$ cat src/rtl/ssd_scan_driver.sv
// Scans a 20-bit symbol word onto a 4-digit common-anode 7-seg display, latched once per frame.
// Outputs lag tick/idx by 1 cycle; no backpressure. Optional per-digit blink under `SSD_BLINK_EN.
module ssd_scan_driver #(
    parameter int DIGIT_TICKS = 100000,
    parameter int BLINK_TICKS = 50000000
) (
    input  logic        clk,
    input  logic        rst,
    input  logic [19:0] sym,
    input  logic [3:0]  blink_mask,
    output logic [6:0]  seg,
    output logic [3:0]  an,
    output logic        dp,
    output logic        frame_start
);

    localparam int TW = (DIGIT_TICKS > 1) ? $clog2(DIGIT_TICKS) : 1;

    logic [TW-1:0] r_tick;
    logic [1:0]    r_idx;
    logic [19:0]   r_shadow;
    logic          r_loaded;
    logic [6:0]    r_seg;
    logic [3:0]    r_an;
    logic          r_frame_start;

    logic          w_wrap;
    logic          w_frame_end;
    logic          w_blank;
    logic [4:0]    w_code;
    logic [6:0]    w_glyph;

    assign w_wrap      = (r_tick == TW'(DIGIT_TICKS - 1));
    assign w_frame_end = w_wrap && (r_idx == 2'd0);

    always_comb begin
        w_code = r_shadow[4:0];
        case (r_idx)
            2'd3:    w_code = r_shadow[19:15];
            2'd2:    w_code = r_shadow[14:10];
            2'd1:    w_code = r_shadow[9:5];
            default: w_code = r_shadow[4:0];
        endcase
    end

    always_comb begin
        w_glyph = 7'h7F;
        case (w_code)
            5'h00: w_glyph = 7'h40;
            5'h01: w_glyph = 7'h79;
            5'h02: w_glyph = 7'h24;
            5'h03: w_glyph = 7'h30;
            5'h04: w_glyph = 7'h19;
            5'h05: w_glyph = 7'h12;
            5'h06: w_glyph = 7'h02;
            5'h07: w_glyph = 7'h78;
            5'h08: w_glyph = 7'h00;
            5'h09: w_glyph = 7'h10;
            5'h0A: w_glyph = 7'h08;
            5'h0B: w_glyph = 7'h03;
            5'h0C: w_glyph = 7'h46;
            5'h0D: w_glyph = 7'h21;
            5'h0E: w_glyph = 7'h06;
            5'h0F: w_glyph = 7'h0E;
            5'h10: w_glyph = 7'h46;
            5'h11: w_glyph = 7'h47;
            5'h12: w_glyph = 7'h0C;
            5'h13: w_glyph = 7'h06;
            5'h14: w_glyph = 7'h2B;
            5'h15: w_glyph = 7'h23;
            5'h16: w_glyph = 7'h3F;
            default: w_glyph = 7'h7F;
        endcase
    end

`ifdef SSD_BLINK_EN
    localparam int BW = (BLINK_TICKS > 1) ? $clog2(BLINK_TICKS) : 1;

    logic [BW-1:0] r_blink_cnt;
    logic          r_phase;
    logic [3:0]    r_mask_sh;

    always_ff @(posedge clk) begin
        if (rst) begin
            r_blink_cnt <= '0;
            r_phase     <= 1'b0;
            r_mask_sh   <= 4'b0000;
        end else begin
            if (r_blink_cnt == BW'(BLINK_TICKS - 1)) begin
                r_blink_cnt <= '0;
                r_phase     <= ~r_phase;
            end else begin
                r_blink_cnt <= r_blink_cnt + 1'b1;
            end
            if (w_frame_end) r_mask_sh <= blink_mask;
        end
    end

    assign w_blank = r_phase & r_mask_sh[r_idx];
`else
    logic w_unused_mask;
    assign w_unused_mask = ^blink_mask;
    assign w_blank       = 1'b0;
`endif

    always_ff @(posedge clk) begin
        if (rst) begin
            r_tick        <= '0;
            r_idx         <= 2'd3;
            r_shadow      <= '1;
            r_loaded      <= 1'b0;
            r_an          <= 4'b1111;
            r_seg         <= 7'h7F;
            r_frame_start <= 1'b0;
        end else begin
            r_tick <= w_wrap ? '0 : r_tick + 1'b1;
            if (w_wrap) r_idx <= r_idx - 2'd1;
            if (w_frame_end) r_shadow <= sym;
            // Pulse lands one cycle after the load has become visible in r_shadow.
            r_loaded      <= w_frame_end;
            r_frame_start <= r_loaded;
            // First tick of each digit slot is blanked to avoid ghosting between digits.
            r_an  <= (r_tick == '0) ? 4'b1111 : ~(4'b0001 << r_idx);
            r_seg <= w_blank ? 7'h7F : w_glyph;
        end
    end

    assign seg         = r_seg;
    assign an          = r_an;
    assign dp          = 1'b1;
    assign frame_start = r_frame_start;

endmodule

$ cat config.mk
export PLATFORM = sky130hd
export DESIGN_NAME = ssd_scan_driver
export DESIGN_NICKNAME = d
export VERILOG_FILES = /design/src/rtl/ssd_scan_driver.sv
export SDC_FILE = /design/constraint.sdc
export NUM_CORES = 1
export LEC_CHECK = 0
export CAP_MARGIN = 5
export CORE_MARGIN = 2
export CORE_UTILIZATION = 40
export CTS_CLUSTER_SIZE = 28
export DETAILED_ROUTE_END_ITERATION = 8
export MAX_ROUTING_LAYER = met4
export SLEW_MARGIN = 20
export SYNTH_ARGS = -nofsm -noshare
export SYNTH_HDL_FRONTEND = slang
export SYNTH_SLANG_ARGS = --single-unit
export TNS_END_PERCENT = 20
$ cat constraint.sdc
create_clock -name clk -period 2.6 [get_ports clk]
set_input_delay 0.78 -clock clk [delete_from_list [all_inputs] [get_ports clk]]
set_output_delay 0.78 -clock clk [all_outputs]
set_load 0.02 [all_outputs]
==> impl_metrics.prom, run 1 <==
# TYPE chip_impl_metric gauge
chip_impl_metric{name="timing_max_transition_violations_final",unit=""} 0
chip_impl_metric{name="p_leak",unit="uW"} 0.00122
chip_impl_metric{name="yosysUniqueCellTypes",unit=""} 53
chip_impl_metric{name="die_h",unit="microns"} 84.4
chip_impl_metric{name="post_drt_via_cell_ratio",unit=""} 5.29
chip_impl_metric{name="upper_clock_frequency_limit",unit="MHz"} 419
chip_impl_metric{name="synthesis.yosys.warnings",unit=""} 0
chip_impl_metric{name="synth-edff-count",unit=""} 0
chip_impl_metric{name="clk_pin_slew",unit="ps"} 90
chip_impl_info{name="timing.critical_path.slowest_stage_cell",value="sky130_fd_sc_hd__a222oi_1"} 1
chip_impl_metric{name="wire_length_of_the_first_global_routing_pass",unit="microns"} 8920
chip_impl_metric{name="drt.antenna.violating_nets",unit=""} 0
chip_impl_metric{name="post_cts_hold_buffer_count",unit=""} 0
chip_impl_metric{name="port_buf_inserts",unit=""} 33
chip_impl_metric{name="power_density",unit="nW/um^2"} 456
chip_impl_metric{name="n_antenna_cell",unit=""} 0
chip_impl_metric{name="total_standard_cell_area_after_synthesis",unit="sq um"} 2590
chip_impl_metric{name="dr_total_vias",unit=""} 1998
chip_impl_metric{name="synth_seq_area_share",unit="%"} 40.3
chip_impl_metric{name="fin_area",unit="sq um"} 2990
chip_impl_metric{name="share_of_synthesized_registers_carrying_an_async_set_or_reset",unit="%"} 0
chip_impl_info{name="rr_endpoint",value="seg[1]$_SDFF_PP1_"} 1
chip_impl_metric{name="h-tree-depth",unit=""} 2
chip_impl_info{name="beginning_of_the_worst_hold_path",value="r_loaded$_SDFF_PP0_"} 1
chip_impl_metric{name="grt_util_all_layers",unit="%"} 15.8
chip_impl_metric{name="setup-violations-final",unit=""} 0
chip_impl_metric{name="post_detailed_placement_cell_area",unit="sq um"} 2890
chip_impl_info{name="holdPathEnd",value="frame_start$_SDFF_PP0_"} 1
chip_impl_metric{name="top_level_ports",unit=""} 39
chip_impl_metric{name="final-seq-area",unit="sq um"} 1040
chip_impl_metric{name="cts.sinks",unit=""} 52
chip_impl_metric{name="fin_nets",unit=""} 339
chip_impl_metric{name="timing.final.crit_period",unit="ps"} 2390
chip_impl_metric{name="die_area",unit="sq um"} 7130
chip_impl_metric{name="layout_cell_share_with_drive_strength_beyond_1",unit="%"} 14.0
chip_impl_metric{name="worst_slew_pin_slew",unit="ps"} 589
chip_impl_metric{name="grt_max_degree",unit=""} 28
chip_impl_metric{name="rows",unit=""} 29
chip_impl_metric{name="max_cap_viols",unit=""} 0
chip_impl_metric{name="placeableCoreArea",unit="sq um"} 6310
chip_impl_info{name="top_layer_used",value="met4"} 1
chip_impl_metric{name="max_root_sink_buffers",unit=""} 2
chip_impl_metric{name="post_syn_instances",unit=""} 270
chip_impl_metric{name="r2r_cells",unit=""} 9
chip_impl_info{name="cts_root_buf",value="sky130_fd_sc_hd__clkbuf_8"} 1
chip_impl_info{name="worst_path_dominant_cell_family",value="compound AO/OA/AOI/OAI gates"} 1
chip_impl_metric{name="ff2ff_setup_slack",unit="ps"} 210
chip_impl_metric{name="cp.buffers_inverters",unit=""} 2
chip_impl_metric{name="tritoncts.num_buffers",unit=""} 5
chip_impl_metric{name="gp_congestion",unit=""} 0.830
chip_impl_metric{name="antenna_found_initial",unit=""} 0
chip_impl_metric{name="synth_largest_type_area_fraction",unit="%"} 40.3
chip_impl_metric{name="grt-ovfl-total",unit=""} 0
chip_impl_metric{name="die_x",unit="microns"} 84.4
chip_impl_metric{name="layout-area-overhead-vs-synth",unit="%"} 15.7
chip_impl_info{name="critical_path_class",value="flop to flop"} 1
chip_impl_metric{name="post_drt_wl_per_cell",unit="microns"} 13.8
chip_impl_metric{name="power",unit="uW"} 1360
chip_impl_metric{name="clk_latency",unit="ps"} 310
chip_impl_info{name="netlist.top_cell.by_area",value="sky130_fd_sc_hd__dfxtp_1"} 1
chip_impl_info{name="hold_path_class",value="flop to flop"} 1
chip_impl_metric{name="initial_core_util",unit="%"} 41.0
chip_impl_info{name="reg2reg_start",value="r_idx[0]$_SDFFE_PP1N_"} 1
chip_impl_metric{name="drt_first_pass_iters",unit=""} 4
chip_impl_metric{name="power.ir.vdd_worst",unit="mV"} 0.227
chip_impl_info{name="ys_top_cells_by_area",value="sky130_fd_sc_hd__dfxtp_1, sky130_fd_sc_hd__ha_1, sky130_fd_sc_hd__a21oi_1"} 1
chip_impl_metric{name="arrival",unit="ps"} 2580
chip_impl_metric{name="multi_input_area",unit="sq um"} 1330
chip_impl_metric{name="setup_total_negative_slack",unit="ps"} 0
chip_impl_metric{name="syn_avg_cell_area",unit="sq um"} 9.58
chip_impl_metric{name="maxSlewHeadroom",unit="%"} 60.4
chip_impl_metric{name="ys_seq_elements",unit=""} 52
chip_impl_metric{name="timing.hold.worst_path_depth",unit=""} 1
chip_impl_metric{name="dp_hpwl",unit="microns"} 3620
chip_impl_metric{name="fin_crit_sh",unit="%"} 91.8
chip_impl_metric{name="n_fill_cell",unit=""} 643
chip_impl_metric{name="cp.depth",unit=""} 9
chip_impl_metric{name="critical_path.max_fanout",unit=""} 7
chip_impl_info{name="grt_setup_unrepaired",value="false"} 1
chip_impl_metric{name="timing_hold_violations_final",unit=""} 0
chip_impl_metric{name="via_count_of_the_first_global_routing_pass",unit=""} 1854
chip_impl_metric{name="utilization",unit="%"} 47.4
chip_impl_metric{name="drc",unit=""} 0
chip_impl_metric{name="maximum_cell_stage_delay_along_the_critical_path",unit="ps"} 460
chip_impl_metric{name="wl_met1",unit="microns"} 2670
chip_impl_info{name="startpoint_type",value="flop"} 1
chip_impl_info{name="critPathCaptureType",value="flop"} 1
chip_impl_info{name="result_of_the_run",value="finished, final reports clean"} 1
chip_impl_metric{name="drt_wl_total",unit="microns"} 5210
chip_impl_metric{name="drtIter0Drc",unit=""} 72
chip_impl_metric{name="timing.clock.skew",unit="ps"} 7.48
chip_impl_info{name="primary_ff_master_synth",value="sky130_fd_sc_hd__dfxtp_1"} 1
chip_impl_metric{name="dr_wl_met2",unit="microns"} 2240
chip_impl_metric{name="mappedNetlistNets",unit=""} 309
chip_impl_info{name="worstPathCellList",value="inv_1, ha_1, a222oi_1, mux2i_2, inv_2, ha_1, a21oi_1, a21oi_1, o22a_1"} 1
chip_impl_metric{name="detailroute.wirelength.met3",unit="microns"} 239
chip_impl_metric{name="crit_required",unit="ps"} 2800
chip_impl_info{name="tritoncts",value="yes"} 1
==> synthesized netlist by cell type, drive strengths merged, types with 7 or more instances <==
| cell | count |
|---|---|
| clkbuf | 8 |
| buf | 9 |
| nand2 | 11 |
| xnor2 | 7 |
| a21oi | 20 |
| and3 | 21 |
| nor2 | 24 |
| ha | 13 |
| xor2 | 10 |
| o21ai | 7 |
| inv | 12 |
| nor3 | 8 |
| a211o | 17 |
| dfxtp | 52 |
==> worst reg2reg max path, stage by stage (launching register included) <==
cell                       delay [ps]
sky130_fd_sc_hd__dfxtp_1          400
sky130_fd_sc_hd__inv_1             80
sky130_fd_sc_hd__ha_1             290
sky130_fd_sc_hd__a222oi_1         460
sky130_fd_sc_hd__mux2i_2          240
sky130_fd_sc_hd__inv_2            140
sky130_fd_sc_hd__ha_1             240
sky130_fd_sc_hd__a21oi_1          170
sky130_fd_sc_hd__a21oi_1           70
sky130_fd_sc_hd__o22a_1           190
==> sequential cells by signal, indices dropped and copies added (netlist names) <==
| signal | flops |
|---|---|
| r_tick | 17 |
| frame_start | 1 |
| an | 4 |
| r_shadow | 20 |
| r_idx | 2 |
| r_loaded | 1 |
| seg | 7 |
==> area by class of cell <==
cell class	count	area share, %
repair buffers	41	13.0
flip-flops and latches	52	34.8
clock buffers	7	2.89
clock inverters	1	0.251
well taps	77	3.22
multi-input cells	188	44.3
inverters	12	1.51
==> cell families after synthesis <==
logic type,Yosys count,share of synthesized area [%]
xor+xnor,17,5.76
mux,4,1.60
fa+ha+maj,13,6.29
other cells,1,0.145
compound gates,65,18.2
buf+inv,30,8.66
simple gates,88,19.1
flops,52,40.3
==> cells in the final DEF, fill, tap and decap left out, types with 6 or more instances in the layout <==
cell type and count:
sky130_fd_sc_hd__and3_1 10, sky130_fd_sc_hd__xnor2_1 7, sky130_fd_sc_hd__clkdlybuf4s50_1 33, sky130_fd_sc_hd__nor3_1 7, sky130_fd_sc_hd__ha_1 13, sky130_fd_sc_hd__a211o_2 6
sky130_fd_sc_hd__buf_4 8, sky130_fd_sc_hd__clkbuf_8 6, sky130_fd_sc_hd__nand3_1 6, sky130_fd_sc_hd__a211o_1 11, sky130_fd_sc_hd__and3_2 11, sky130_fd_sc_hd__inv_1 11
sky130_fd_sc_hd__xor2_1 10, sky130_fd_sc_hd__dfxtp_1 52, sky130_fd_sc_hd__a21oi_1 20, sky130_fd_sc_hd__nor2_1 24, sky130_fd_sc_hd__nand2_1 10, sky130_fd_sc_hd__o21ai_0 7
==> metrics by stage <==
step,instances,setup slack (ps),hold slack [ps]
floorplan,270,359,414
global placement,369,226,441
detailed placement,369,188,438
CTS,377,163,457
global route,378,10.3,470
finish,378,213,454
==> how the worst max path moves through the flow <==
stage                                     start                 to  slack (ps)
final                     r_idx[0]$_SDFFE_PP1N_  seg[1]$_SDFF_PP1_         210
after global placement    r_idx[0]$_SDFFE_PP1N_  seg[3]$_SDFF_PP1_         230
after floorplan           r_idx[0]$_SDFFE_PP1N_  seg[4]$_SDFF_PP1_         360
after detailed placement  r_idx[0]$_SDFFE_PP1N_  seg[1]$_SDFF_PP1_         190
after global routing      r_idx[0]$_SDFFE_PP1N_  seg[1]$_SDFF_PP1_          10
after CTS                 r_idx[0]$_SDFFE_PP1N_  seg[1]$_SDFF_PP1_         160
==> report_power, final <==
| group | switching (uW) | internal [uW] | total, uW |
|---|---|---|---|
| registers | 5.57 | 801 | 807 |
| logic | 28.2 | 42.3 | 70.5 |
| clock network | 270 | 217 | 487 |
==> timing repair <==
item	in CTS	in global routing
setup buffers	0	1
setup endpoints to repair	0	4
resized for setup	0	2
==> layer usage <==
layer,global-route usage (%),vias up
met5,-,-
met4,5.05,0
met3,3.64,6
met2,22.9,42
met1,21.8,926
li1,-,1024
No activity file was read; power rests on OpenSTA's default activity.
==> run 2, diff against run 1 <==
--- a/config.mk
+++ b/config.mk
@@ -6,11 +6,14 @@
 export NUM_CORES = 1
 export LEC_CHECK = 0
 export CAP_MARGIN = 5
+export CELL_PAD_IN_SITES_DETAIL_PLACEMENT = 0
+export CELL_PAD_IN_SITES_GLOBAL_PLACEMENT = 1
 export CORE_MARGIN = 2
 export CORE_UTILIZATION = 40
 export CTS_CLUSTER_SIZE = 28
 export DETAILED_ROUTE_END_ITERATION = 8
 export MAX_ROUTING_LAYER = met4
+export PLACE_DENSITY_LB_ADDON = 0.1
 export SLEW_MARGIN = 20
 export SYNTH_ARGS = -nofsm -noshare
 export SYNTH_HDL_FRONTEND = slang
==> run 2 against run 1 <==
Against the previous run:
- routed wire length grew 3.7%
- utilization shrank 0.34 points
- critical path depth is the same
- highest routed layer unchanged
- total power shrank 1.9%
- fmax shrank 1.3%
- largest cell class unchanged
- non-clock buffer count shrank 1
- first-iteration DRC count grew 21%
- die area is the same
- sequential cell count is the same
- global-route usage grew 0.88 points
- combinational power grew 2%
- register-to-register slack lost 30 ps
==> impl_metrics.prom, run 2 (synthesis gave the netlist of run 1 again) <==
# TYPE chip_impl_metric gauge
chip_impl_info{name="final_cell_mix",value="sky130_fd_sc_hd__dfxtp_1, sky130_fd_sc_hd__clkdlybuf4s50_1, sky130_fd_sc_hd__nor2_1"} 1
chip_impl_metric{name="setup_total_negative_slack",unit="ps"} 0
chip_impl_metric{name="placeableCoreArea",unit="sq um"} 6310
chip_impl_metric{name="h-tree-depth",unit=""} 2
chip_impl_metric{name="antenna_found_initial",unit=""} 0
chip_impl_metric{name="die_x",unit="microns"} 84.4
chip_impl_metric{name="post_detailed_placement_cell_area",unit="sq um"} 2880
chip_impl_metric{name="initial_core_util",unit="%"} 41.0
chip_impl_metric{name="via_count_of_the_first_global_routing_pass",unit=""} 1985
chip_impl_info{name="critical_path_class",value="flop to flop"} 1
chip_impl_metric{name="rows",unit=""} 29
chip_impl_info{name="tritoncts",value="yes"} 1
chip_impl_metric{name="fin_area",unit="sq um"} 2970
chip_impl_metric{name="wire_length_of_the_first_global_routing_pass",unit="microns"} 9340
chip_impl_metric{name="top_level_ports",unit=""} 39
chip_impl_metric{name="largest_register_ff_count",unit=""} 20
chip_impl_metric{name="setup-violations-final",unit=""} 0
chip_impl_metric{name="crit_required",unit="ps"} 2800
chip_impl_metric{name="timing.final.crit_period",unit="ps"} 2420
chip_impl_metric{name="n_fill_cell",unit=""} 637
chip_impl_metric{name="post_drt_wl_per_cell",unit="microns"} 14.3
chip_impl_metric{name="upper_clock_frequency_limit",unit="MHz"} 413
chip_impl_info{name="register_ranked_first_by_flip_flop_count",value="r_shadow"} 1
chip_impl_metric{name="maximum_cell_stage_delay_along_the_critical_path",unit="ps"} 440
chip_impl_metric{name="port_buf_inserts",unit=""} 33
chip_impl_metric{name="clk_pin_slew",unit="ps"} 90
chip_impl_metric{name="post_cts_hold_buffer_count",unit=""} 0
chip_impl_metric{name="grt_util_all_layers",unit="%"} 16.7
chip_impl_info{name="most_frequent_standard_cell_in_the_layout_excluding_fill_and_tap_cells",value="sky130_fd_sc_hd__dfxtp_1"} 1
chip_impl_metric{name="dp_hpwl",unit="microns"} 3760
chip_impl_metric{name="place_worst_setup_slack",unit="ps"} 196
chip_impl_metric{name="cts.repair_timing.setup_buffer_count",unit=""} 0
chip_impl_metric{name="fin_crit_sh",unit="%"} 93.0
chip_impl_metric{name="grt-ovfl-total",unit=""} 0
chip_impl_metric{name="tritoncts.num_buffers",unit=""} 5
chip_impl_metric{name="fin_nets",unit=""} 338
chip_impl_metric{name="hold-worst-slack",unit="ps"} 450
chip_impl_metric{name="timing.clock.skew",unit="ps"} 6.05
chip_impl_metric{name="p_int",unit="uW"} 1040
chip_impl_info{name="hold_path_class",value="flop to flop"} 1
chip_impl_info{name="cts_root_buf",value="sky130_fd_sc_hd__clkbuf_8"} 1
chip_impl_metric{name="worst_slew_pin_slew",unit="ps"} 679
chip_impl_metric{name="gp_congestion",unit=""} 0.854
chip_impl_metric{name="max_root_sink_buffers",unit=""} 2
chip_impl_metric{name="power.share.clock",unit="%"} 34.4
chip_impl_info{name="startpoint_type",value="flop"} 1
chip_impl_metric{name="power.share.sequential",unit="%"} 60.2
chip_impl_metric{name="drtIter0Drc",unit=""} 87
chip_impl_info{name="worst_path_dominant_cell_family",value="compound AO/OA/AOI/OAI gates"} 1
chip_impl_metric{name="layout_cell_share_with_drive_strength_beyond_1",unit="%"} 13.0
chip_impl_metric{name="timing_hold_violations_final",unit=""} 0
chip_impl_metric{name="setup_ws",unit="ps"} 181
chip_impl_metric{name="grt_max_degree",unit=""} 28
chip_impl_info{name="critPathCaptureType",value="flop"} 1
chip_impl_metric{name="power_switching_share",unit="%"} 22.6
chip_impl_metric{name="fraction_of_power_consumed_by_combinational_cells",unit="%"} 5.4
chip_impl_metric{name="maxSlewHeadroom",unit="%"} 54.7
chip_impl_metric{name="cts_repair_resize_count",unit=""} 0
chip_impl_metric{name="clk_latency",unit="ps"} 300
chip_impl_metric{name="dr_total_vias",unit=""} 1987
chip_impl_info{name="grt_setup_unrepaired",value="false"} 1
chip_impl_metric{name="timing_max_transition_violations_final",unit=""} 0
chip_impl_metric{name="critical_path.max_fanout",unit=""} 7
chip_impl_metric{name="power.ir.vdd_worst",unit="mV"} 0.253
chip_impl_metric{name="p_leak",unit="uW"} 0.00122
chip_impl_metric{name="drt_first_pass_iters",unit=""} 4
chip_impl_metric{name="drt.antenna.violating_nets",unit=""} 0
chip_impl_metric{name="n_antenna_cell",unit=""} 0
chip_impl_metric{name="die_h",unit="microns"} 84.4
chip_impl_metric{name="die_area",unit="sq um"} 7130
chip_impl_metric{name="net-switching-power",unit="uW"} 303
chip_impl_metric{name="layout-area-overhead-vs-synth",unit="%"} 14.9
chip_impl_metric{name="drt_wl_total",unit="microns"} 5410
chip_impl_info{name="worstPathCellList",value="inv_1, ha_1, a222oi_1, mux2i_1, inv_1, ha_1, a21oi_1, a21oi_1, o22a_1"} 1
chip_impl_metric{name="power_density",unit="nW/um^2"} 451
chip_impl_info{name="result_of_the_run",value="finished, final reports clean"} 1
chip_impl_metric{name="drc",unit=""} 0
chip_impl_metric{name="post_drt_via_cell_ratio",unit=""} 5.27
chip_impl_metric{name="arrival",unit="ps"} 2620
chip_impl_metric{name="cts.sinks",unit=""} 52
chip_impl_info{name="timing.critical_path.slowest_stage_cell",value="sky130_fd_sc_hd__a222oi_1"} 1
chip_impl_metric{name="cp.buffers_inverters",unit=""} 2
chip_impl_metric{name="max_cap_viols",unit=""} 0
run 2: power groups by stage:
stage	clock network (uW)	logic [uW]	registers, uW
floorplan	0	34.0	826
global placement	0	73.0	825
detailed placement	0	72.7	826
CTS	487	73.7	807
global route	518	81.0	808
finish	460	72.1	807
run 2: metal layers:
layer / global-route usage, % / routed length, microns
met1: 21.5 / 2660
met3: 3.74 / 245
met2: 26.1 / 2450
met4: 5.19 / 51
met5: - / 0
run 2: worst reg2reg max path: stages, from the launching register on:
cell,delay [ps]
sky130_fd_sc_hd__dfxtp_1,400
sky130_fd_sc_hd__inv_1,90
sky130_fd_sc_hd__ha_1,260
sky130_fd_sc_hd__a222oi_1,440
sky130_fd_sc_hd__mux2i_1,280
sky130_fd_sc_hd__inv_1,200
sky130_fd_sc_hd__ha_1,250
sky130_fd_sc_hd__a21oi_1,160
sky130_fd_sc_hd__a21oi_1,70
sky130_fd_sc_hd__o22a_1,170
run 2: path summary, 6_finish.rpt:
path	slack, ps	to	cells past startpoint	start
worst max-delay path	180	seg[1]$_SDFF_PP1_	9	r_idx[0]$_SDFFE_PP1N_
worst min-delay path	450	frame_start$_SDFF_PP0_	1	r_loaded$_SDFF_PP0_
worst max register to register	180	seg[1]$_SDFF_PP1_	9	r_idx[0]$_SDFFE_PP1N_
worst min register to register	450	frame_start$_SDFF_PP0_	1	r_loaded$_SDFF_PP0_
run 2: per-stage QoR:
step	util, %	total power [uW]	std cells
floorplan	-	860	270
global placement	45.6	898	368
detailed placement	45.6	898	368
CTS	47.0	1370	376
global route	47.0	1410	377
finish	47.0	1340	377
run 2: area by class of cell:
class                           count  area (sq um)  area share, %
Timing Repair Buffer               40           380           12.8
Multi-Input combinational cell    188          1320           44.5
Inverter                           12          45.0           1.52
Clock buffer                        6          72.6           2.44
Tap cell                           77          96.3           3.24
Clock inverter                      2          13.8          0.463
Sequential cell                    52          1040           35.0
